--- src/rtl/mem_port_arbiter.sv ---
// ----------------------------------------------------------------------------
// mem_port_arbiter
//
// Shares one memory port between two requesters: the fetch-side LSU, which
// only reads, and the data-side LSU, which reads and writes. Every port uses
// a 4-phase req/ack handshake. Only one transaction is in flight at a time.
// When both sides ask in the same cycle, the grant alternates (round-robin).
//
// Parameters
//   ADDR_W       address width
//   DATA_W       read/write data width
//
// Ports
//   clk_i, rst_ni                     clock, asynchronous active-low reset
//   if_req_i / if_addr_i              fetch request and address
//   if_ack_o / if_rdata_o / if_err_o  fetch ack, fetched word, bus error
//   ls_req_i / ls_addr_i / ls_we_i / ls_wdata_i
//                                     data request, address, write enable, data
//   ls_ack_o / ls_rdata_o / ls_err_o  data ack, load data, bus error
//   mem_req_o / mem_addr_o / mem_we_o / mem_wdata_o
//                                     request and payload to the memory
//   mem_ack_i / mem_rdata_i / mem_err_i
//                                     memory ack, read data, error
//
// Every output comes straight from a flop.
// ----------------------------------------------------------------------------
module mem_port_arbiter #(
    parameter int ADDR_W = 32,
    parameter int DATA_W = 32
) (
    input  logic              clk_i,
    input  logic              rst_ni,

    input  logic              if_req_i,
    input  logic [ADDR_W-1:0] if_addr_i,
    output logic              if_ack_o,
    output logic [DATA_W-1:0] if_rdata_o,
    output logic              if_err_o,

    input  logic              ls_req_i,
    input  logic [ADDR_W-1:0] ls_addr_i,
    input  logic              ls_we_i,
    input  logic [DATA_W-1:0] ls_wdata_i,
    output logic              ls_ack_o,
    output logic [DATA_W-1:0] ls_rdata_o,
    output logic              ls_err_o,

    output logic              mem_req_o,
    output logic [ADDR_W-1:0] mem_addr_o,
    output logic              mem_we_o,
    output logic [DATA_W-1:0] mem_wdata_o,
    input  logic              mem_ack_i,
    input  logic [DATA_W-1:0] mem_rdata_i,
    input  logic              mem_err_i
);

    // Transaction sequencing states
    localparam logic [1:0] ST_IDLE = 2'd0;  // waiting for a request
    localparam logic [1:0] ST_MREQ = 2'd1;  // mem_req_o high, waiting for mem_ack_i
    localparam logic [1:0] ST_MRTZ = 2'd2;  // waiting for mem_ack_i to drop
    localparam logic [1:0] ST_ACK  = 2'd3;  // requester ack high, waiting for its req to drop

    // Grant encoding, shared by grant_q and last_grant_q
    localparam logic GRANT_IF = 1'b0;
    localparam logic GRANT_LS = 1'b1;

    logic [1:0]        state_q,      state_d;
    logic              grant_q,      grant_d;
    logic              last_grant_q, last_grant_d;

    logic              mem_req_q,    mem_req_d;
    logic [ADDR_W-1:0] mem_addr_q,   mem_addr_d;
    logic              mem_we_q,     mem_we_d;
    logic [DATA_W-1:0] mem_wdata_q,  mem_wdata_d;

    logic              if_ack_q,     if_ack_d;
    logic [DATA_W-1:0] if_rdata_q,   if_rdata_d;
    logic              if_err_q,     if_err_d;

    logic              ls_ack_q,     ls_ack_d;
    logic [DATA_W-1:0] ls_rdata_q,   ls_rdata_d;
    logic              ls_err_q,     ls_err_d;

    logic              pick_ls;
    logic              granted_req;

    // On a tie the side that did not win last time gets the port.
    // A lone requester always wins.
    assign pick_ls = ls_req_i && (!if_req_i || (last_grant_q == GRANT_IF));

    // The ACK state waits on the req line of whichever side holds the grant.
    assign granted_req = (grant_q == GRANT_LS) ? ls_req_i : if_req_i;

    // Next-state logic. The memory payload is captured once at grant time
    // and is not touched again until the next grant. Read data and error
    // flags keep their last value until that side completes again.
    always_comb begin
        state_d      = state_q;
        grant_d      = grant_q;
        last_grant_d = last_grant_q;
        mem_req_d    = mem_req_q;
        mem_addr_d   = mem_addr_q;
        mem_we_d     = mem_we_q;
        mem_wdata_d  = mem_wdata_q;
        if_ack_d     = if_ack_q;
        if_rdata_d   = if_rdata_q;
        if_err_d     = if_err_q;
        ls_ack_d     = ls_ack_q;
        ls_rdata_d   = ls_rdata_q;
        ls_err_d     = ls_err_q;

        case (state_q)
            ST_IDLE: begin
                if (if_req_i || ls_req_i) begin
                    state_d   = ST_MREQ;
                    mem_req_d = 1'b1;
                    if (pick_ls) begin
                        grant_d     = GRANT_LS;
                        mem_addr_d  = ls_addr_i;
                        mem_we_d    = ls_we_i;
                        mem_wdata_d = ls_wdata_i;
                    end else begin
                        // Fetches never write, so the write data is driven to zero.
                        grant_d     = GRANT_IF;
                        mem_addr_d  = if_addr_i;
                        mem_we_d    = 1'b0;
                        mem_wdata_d = '0;
                    end
                end
            end

            ST_MREQ: begin
                if (mem_ack_i) begin
                    state_d   = ST_MRTZ;
                    mem_req_d = 1'b0;
                    // Write responses pass mem_rdata_i through unchanged as well.
                    if (grant_q == GRANT_LS) begin
                        ls_rdata_d = mem_rdata_i;
                        ls_err_d   = mem_err_i;
                    end else begin
                        if_rdata_d = mem_rdata_i;
                        if_err_d   = mem_err_i;
                    end
                end
            end

            ST_MRTZ: begin
                if (!mem_ack_i) begin
                    state_d = ST_ACK;
                    if (grant_q == GRANT_LS) begin
                        ls_ack_d = 1'b1;
                    end else begin
                        if_ack_d = 1'b1;
                    end
                end
            end

            ST_ACK: begin
                // A requester that dropped req too early leaves here at once.
                if (!granted_req) begin
                    state_d      = ST_IDLE;
                    if_ack_d     = 1'b0;
                    ls_ack_d     = 1'b0;
                    last_grant_d = grant_q;
                end
            end

            default: begin
                state_d = ST_IDLE;
            end
        endcase
    end

    // State and output registers. Reset abandons any transaction in flight.
    // last_grant starts at LS so that fetch wins the first tie.
    always_ff @(posedge clk_i or negedge rst_ni) begin
        if (!rst_ni) begin
            state_q      <= ST_IDLE;
            grant_q      <= GRANT_IF;
            last_grant_q <= GRANT_LS;
            mem_req_q    <= 1'b0;
            mem_addr_q   <= '0;
            mem_we_q     <= 1'b0;
            mem_wdata_q  <= '0;
            if_ack_q     <= 1'b0;
            if_rdata_q   <= '0;
            if_err_q     <= 1'b0;
            ls_ack_q     <= 1'b0;
            ls_rdata_q   <= '0;
            ls_err_q     <= 1'b0;
        end else begin
            state_q      <= state_d;
            grant_q      <= grant_d;
            last_grant_q <= last_grant_d;
            mem_req_q    <= mem_req_d;
            mem_addr_q   <= mem_addr_d;
            mem_we_q     <= mem_we_d;
            mem_wdata_q  <= mem_wdata_d;
            if_ack_q     <= if_ack_d;
            if_rdata_q   <= if_rdata_d;
            if_err_q     <= if_err_d;
            ls_ack_q     <= ls_ack_d;
            ls_rdata_q   <= ls_rdata_d;
            ls_err_q     <= ls_err_d;
        end
    end

    assign mem_req_o   = mem_req_q;
    assign mem_addr_o  = mem_addr_q;
    assign mem_we_o    = mem_we_q;
    assign mem_wdata_o = mem_wdata_q;
    assign if_ack_o    = if_ack_q;
    assign if_rdata_o  = if_rdata_q;
    assign if_err_o    = if_err_q;
    assign ls_ack_o    = ls_ack_q;
    assign ls_rdata_o  = ls_rdata_q;
    assign ls_err_o    = ls_err_q;

endmodule

--- config.mk ---
export PLATFORM = sky130hd
export DESIGN_NAME = mem_port_arbiter
export DESIGN_NICKNAME = d
export VERILOG_FILES = /design/src/rtl/mem_port_arbiter.sv
export SDC_FILE = /design/constraint.sdc
export NUM_CORES = 1
export LEC_CHECK = 0
export ABC_AREA = 1
export CORE_ASPECT_RATIO = 2
export CORE_MARGIN = 4
export CORE_UTILIZATION = 45
export CTS_CLUSTER_DIAMETER = 50
export DETAILED_ROUTE_END_ITERATION = 10
export HOLD_SLACK_MARGIN = 0.08
export MAX_ROUTING_LAYER = met4
export PLACE_DENSITY = 0.95
export SLEW_MARGIN = 20
export SYNTH_ARGS = -nofsm -noshare
export SYNTH_HDL_FRONTEND = slang
export SYNTH_SLANG_ARGS = --single-unit
--- constraint.sdc ---
create_clock -name clk_i -period 3.3 [get_ports clk_i]
set_input_delay 0.99 -clock clk_i [delete_from_list [all_inputs] [get_ports clk_i]]
set_output_delay 0.99 -clock clk_i [all_outputs]
set_load 0.005 [all_outputs]
; Yosys cells after proc, flatten, opt, wreduce, memory -nomap -nowiden
; Cells that the tools add are included.
; W data, S select, Z words.
[word_totals]
regBits = 138
word_cells = 60
[classes]
n_eq_ne = 9
mux = 20
bitwise_logic = 3
reduce_logical = 15
[ops]
columns = cell, count
row1 = $mux W32, 2
row2 = $ne A2 B2 Y1 const B, 6
row3 = $reduce_and A4 Y1, 3
row4 = $mux W1, 10
row5 = $reduce_and A3 Y1, 3
row6 = $mux W2, 4
row7 = $pmux W2 S4, 1
row8 = $pmux W1 S2, 3
row9 = $eq A2 B2 Y1 const B, 2
row10 = $reduce_and A2 Y1, 2
row11 = $reduce_bool A2 Y1, 2
row12 = $not A1 Y1, 3
row13 = $eq A2 B1 Y1 const B, 1
row14 = $logic_not A2 Y1, 1
row15 = $logic_or A1 B1 Y1, 2
row16 = $logic_and A1 B1 Y1, 1
row17 = $logic_not A1 Y1, 1

; Logic depth before layout (Yosys ltp)
[logic_depth]
word_depth = 4
mapped_depth = 8
depth_no_buf = 8

; Least setup slack after synthesis
; No wires, ideal clock.
[synth_timing]
kind = input-to-reg
start = input port if_req_i
end = register mem_addr_q[10], in the netlist mem_addr_o[10]
setup_time_ns = 0.124
t_arrival_ns = 1.547
path_slack_ns = 1.629
stages = 5
n_path_buf = 1
cell_sequence = nand2_1 -> nand2_2 -> buf_2 -> o211ai_1 -> nand2_1
[synth_between]
elab_chain_cells = 4
word_cells_on_any_way = 6
cone_classes = 1 x mux / 5 x reduce/logical
[synth_rtl]
columns = item, line_no
row1 = "start, declared", 34  ; input logic if_req_i,
row2 = $logic_not A1 Y1, 89  ; assign pick_ls = ls_req_i && (!if_req_i || (last_grant_q == GRANT_IF));
row3 = $logic_or A1 B1 Y1, 89
row4 = $logic_and A1 B1 Y1, 89
row5 = $mux W32, 117  ; if (pick_ls) begin
row6 = "end signal, assigned", 196  ; mem_addr_q <= mem_addr_d;
row7 = "end, declared", 72  ; logic [ADDR_W-1:0] mem_addr_q, mem_addr_d;
; Several ways; a longest one is shown, not always the timed one.
; A chain may end at the register's enable or synchronous reset.

; Worst setup path after layout
[layout_timing]
start = register ls_rdata_q[21], in the netlist ls_rdata_o[21]
end = output port ls_rdata_o[21]
[layout_lines]
columns = item, line_no
row1 = "start, declared", 81  ; logic [DATA_W-1:0] ls_rdata_q, ls_rdata_d;
row2 = "start signal, assigned", 203  ; ls_rdata_q <= ls_rdata_d;
row3 = "end, declared", 45  ; output logic [DATA_W-1:0] ls_rdata_o,
; No word-level cell between the ends.

==> summary.md <==
- delay of the slowest cell on the worst path: 560 ps
- number of setup violations in the final report: 0
- class of the worst hold path: flip-flop to flip-flop
- total clock buffers created by CTS: 17
- Worst Path Required: 2310 ps
- Initial Util: 46.2%
- global router's overall resource usage: 24.5%
- DRC violations left: 0
- Die Outline Area: 14900 µm²
- routability-driven placement congestion ratio: 0.894
- per-cell routed wire length: 15.9 µm
- CP Capture Type: output pin
- distinct cell type count of the synthesized netlist: 22
- Rows: 58
- num ports: 269
- Detail Route met3 WL: 742 µm
- Worst Tran Pin Value: 543 ps
- via count of the first global-routing pass: 5556
- antenna violations before repair: 0
- synthesized netlist net count: 797
- r2r endpoint: ls_rdata_o[17]$_DFFE_PN0P_
- Avg Synthesized Cell Area: 8.90 µm²
- Clock Skews: 6.36 ps
- hold-critical path depth: 2
- diodes inserted: 0
- Max Fanout on Critical Path: 2
- IO buf count: 268
- count of H-tree levels built during CTS: 4
- DIE HEIGHT: 169 µm
- min-delay src: mem_addr_o[24]$_DFFE_PN0P_
- final cell count without fillers: 1080
- Slew headroom: 63.7%
- via/cell ratio: 4.86
- top metal layer carrying routed signals: met4
- run status: complete, no violations
- total of max-cap violations: 0
- category of the critical setup timing path: flip-flop to output pin
- Vias: 5253
- Total Negative Setup Slacks: 0 ps
- Clock Tree Root: sky130_fd_sc_hd__clkbuf_16
- launch instance of the worst register-to-register path: state_q[1]$_DFFE_PN0P_
- sort of element at the start of the critical path: flip-flop
- worst IR drop on VDD: 0.557 mV
- smallest hold slack: 477 ps
- clk buf depth: 2
- Post-Synthesis Cells: 655
- total number of yosys warnings: 0
- length of the first detailed-routing pass in iterations: 5
- Inst Count DP: 1049
- total of flip-flops plus latches after synthesis: 138
- fin crit period: 2310 ps
- cell area after synthesis: 5830 µm²
- endpoint of the worst hold path: mem_addr_o[24]$_DFFE_PN0P_
- count of clock tree sinks: 138
- Register-to-Register Path Depth: 5
- Die Width: 88.5 µm
- final number of max-transition violations: 0
- Clock Latency Late Sink: 410 ps
- period utilization: 70.0%
- cell class contributing the biggest share of worst-path delay: buffers and inverters
- global-route wire length before repair: 27200 µm
- sum of buffers and inverters on the critical path: 1
- data arrival time of the worst path: 1320 ps
- setup repair after global routing missed its margin: no
- final-report hold violation count: 0
- fraction of final layout cells sized beyond drive strength 1: 5.16%
- Design Power: 8.11 mW
- highest achievable clock rate: 433 MHz
- postcts setup bufs: 0
- leftover overflow at the end of global routing: 0
- sequential element share of the synthesized area: 59.3%
- CTS tree: done
- leakage power summed over all cells: 4.53 nW
- HPWL after DPL: 13100 µm
- sum of routed wire length over all layers: 17200 µm
- pin count of the biggest net entering global routing: 65
- first-iteration detailed-routing DRC count: 223
- cell type of the slowest stage on the worst timing path: sky130_fd_sc_hd__clkdlybuf4s50_1
- register-to-register path setup slack: 1390 ps
- post-CTS clock slew at the launch and capture registers of the worst setup and hold paths: 60 ps
- # hold bufs at CTS: 0
- area growth from synthesis to final layout: 58.0%
- number of resized instances in the post-cts repair step: 0
- wire length on met1: 6080 µm
- power density over cell area: 881 nW/µm²
- antenna viol nets, final: 0
- met2 wirelength from detailed routing: 9370 µm
- Final #Nets: 1060
- cell breakdown of the critical path: clkdlybuf4s50_1
- Core Region: 12600 µm²
-- power breakdown --
| group | switching (mW) | total (mW) | internal, mW |
|---|---|---|---|
| clock | 0.739 | 1.92 | 1.18 |
| sequential | 0.454 | 2.91 | 2.46 |
| combinational | 1.43 | 3.28 | 1.85 |
-- kinds of logic after synthesis --
kind of cell / count (synthesis) / share of synthesized area, %
buffers and inverters: 143 / 10.6
flip-flops: 138 / 59.3
adder cells (fa/ha/maj): 7 / 1.50
AND/OR/NAND/NOR: 231 / 15.5
AO/OA/AOI/OAI: 136 / 13.2
-- state kept, by name, summed over array words and instances, names as in the netlist, 2 cells and up --
| name | cells |
|---|---|
| ls_rdata_o | 32 |
| state_q | 2 |
| mem_addr_o | 32 |
| mem_wdata_o | 32 |
| if_rdata_o | 32 |
-- how the worst max path moves through the flow --
| stage | start | end | slack [ps] | cells after the start |
|---|---|---|---|---|
| 3_5_place_dp | mem_ack_i | if_rdata_o[4]$_DFFE_PN0P_ | 620 | 5 |
| 3_3_place_gp | mem_ack_i | if_rdata_o[5]$_DFFE_PN0P_ | 660 | 5 |
| 5_1_grt | mem_ack_i | ls_rdata_o[17]$_DFFE_PN0P_ | 810 | 4 |
| 6_report | ls_rdata_o[21]$_DFFE_PN0P_ | ls_rdata_o[21] | 990 | 1 |
| 4_1_cts | ls_rdata_o[21]$_DFFE_PN0P_ | ls_rdata_o[21] | 960 | 1 |
| 2_1_floorplan | if_req_i | mem_addr_o[10]$_DFFE_PN0P_ | 1630 | 5 |
-- per-layer routing --
layer / vias up / global-route usage (%)
li1: 2566 / -
met1: 2416 / 24.8
met2: 203 / 42.1
met3: 68 / 5.16
met4: 0 / 14.7
met5: - / -
-- cell usage in the layout, fill, tap and decap left out, types with 2 or more instances in the layout --
| cell | synthesis | final |
|---|---|---|
| sky130_fd_sc_hd__nand3_2 | 2 | 2 |
| sky130_fd_sc_hd__clkdlybuf4s50_1 | 0 | 267 |
| sky130_fd_sc_hd__bufinv_16 | 0 | 2 |
| sky130_fd_sc_hd__buf_4 | 12 | 6 |
| sky130_fd_sc_hd__o21ai_0 | 77 | 77 |
| sky130_fd_sc_hd__ha_1 | 7 | 7 |
| sky130_fd_sc_hd__clkbuf_16 | 0 | 17 |
| sky130_fd_sc_hd__o21ai_1 | 25 | 25 |
| sky130_fd_sc_hd__buf_12 | 0 | 3 |
| sky130_fd_sc_hd__clkbuf_8 | 0 | 3 |
| sky130_fd_sc_hd__o211ai_1 | 33 | 33 |
| sky130_fd_sc_hd__nand3_1 | 6 | 6 |
| sky130_fd_sc_hd__nand2_1 | 212 | 212 |
| sky130_fd_sc_hd__nand4_1 | 4 | 4 |
| sky130_fd_sc_hd__clkinv_4 | 0 | 2 |
| sky130_fd_sc_hd__inv_6 | 0 | 5 |
| sky130_fd_sc_hd__dfrtp_1 | 137 | 137 |
| sky130_fd_sc_hd__inv_1 | 109 | 109 |
| sky130_fd_sc_hd__nor2_1 | 4 | 4 |
-- cell usage after synthesis --
| master | count | area [µm²] |
|---|---|---|
| sky130_fd_sc_hd__nand2_1 | 212 | 796 |
| sky130_fd_sc_hd__dfrtp_1 | 137 | 3430 |
| sky130_fd_sc_hd__inv_1 | 109 | 409 |
| sky130_fd_sc_hd__o21ai_0 | 77 | 385 |
| sky130_fd_sc_hd__o211ai_1 | 33 | 248 |
| sky130_fd_sc_hd__o21ai_1 | 25 | 125 |
| sky130_fd_sc_hd__buf_2 | 13 | 65.1 |
| sky130_fd_sc_hd__buf_4 | 12 | 90.1 |
| sky130_fd_sc_hd__ha_1 | 7 | 87.6 |
| sky130_fd_sc_hd__nand3_1 | 6 | 30.0 |
| sky130_fd_sc_hd__clkbuf_1 | 4 | 15.0 |
| sky130_fd_sc_hd__nand4_1 | 4 | 25.0 |
| sky130_fd_sc_hd__nor2_1 | 4 | 15.0 |
| sky130_fd_sc_hd__buf_6 | 2 | 22.5 |
| sky130_fd_sc_hd__clkbuf_2 | 2 | 10.0 |
| sky130_fd_sc_hd__nand3_2 | 2 | 20.0 |
| sky130_fd_sc_hd__dfstp_2 | 1 | 26.3 |
| sky130_fd_sc_hd__inv_2 | 1 | 3.75 |
| sky130_fd_sc_hd__nand2_2 | 1 | 6.26 |
| sky130_fd_sc_hd__o21ai_2 | 1 | 8.76 |
| sky130_fd_sc_hd__or2_1 | 1 | 6.26 |
| sky130_fd_sc_hd__or2_2 | 1 | 6.26 |
-- per-stage QoR --
| stage | cell area [µm²] | worst slack, ps | utilization, % |
|---|---|---|---|
| 6_report | 9210 | 990 | 72.9 |
| 5_1_grt | 9210 | 813 | 72.9 |
| 4_1_cts | 9210 | 957 | 72.9 |
| 3_5_place_dp | 8610 | 618 | 68.2 |
| 3_3_place_gp | 8610 | 665 | 68.2 |
| 2_1_floorplan | 5830 | 1630 | - |
-- final cells by class --
cell class,instances,area (µm²)
inverters,110,413
clock inverters,11,134
repair buffers,277,2790
clock buffers,20,467
flip-flops and latches,138,3450
well taps,150,188
multi-input cells,374,1770
fillers,829,3420
Power figures use the tool's default switching activity.
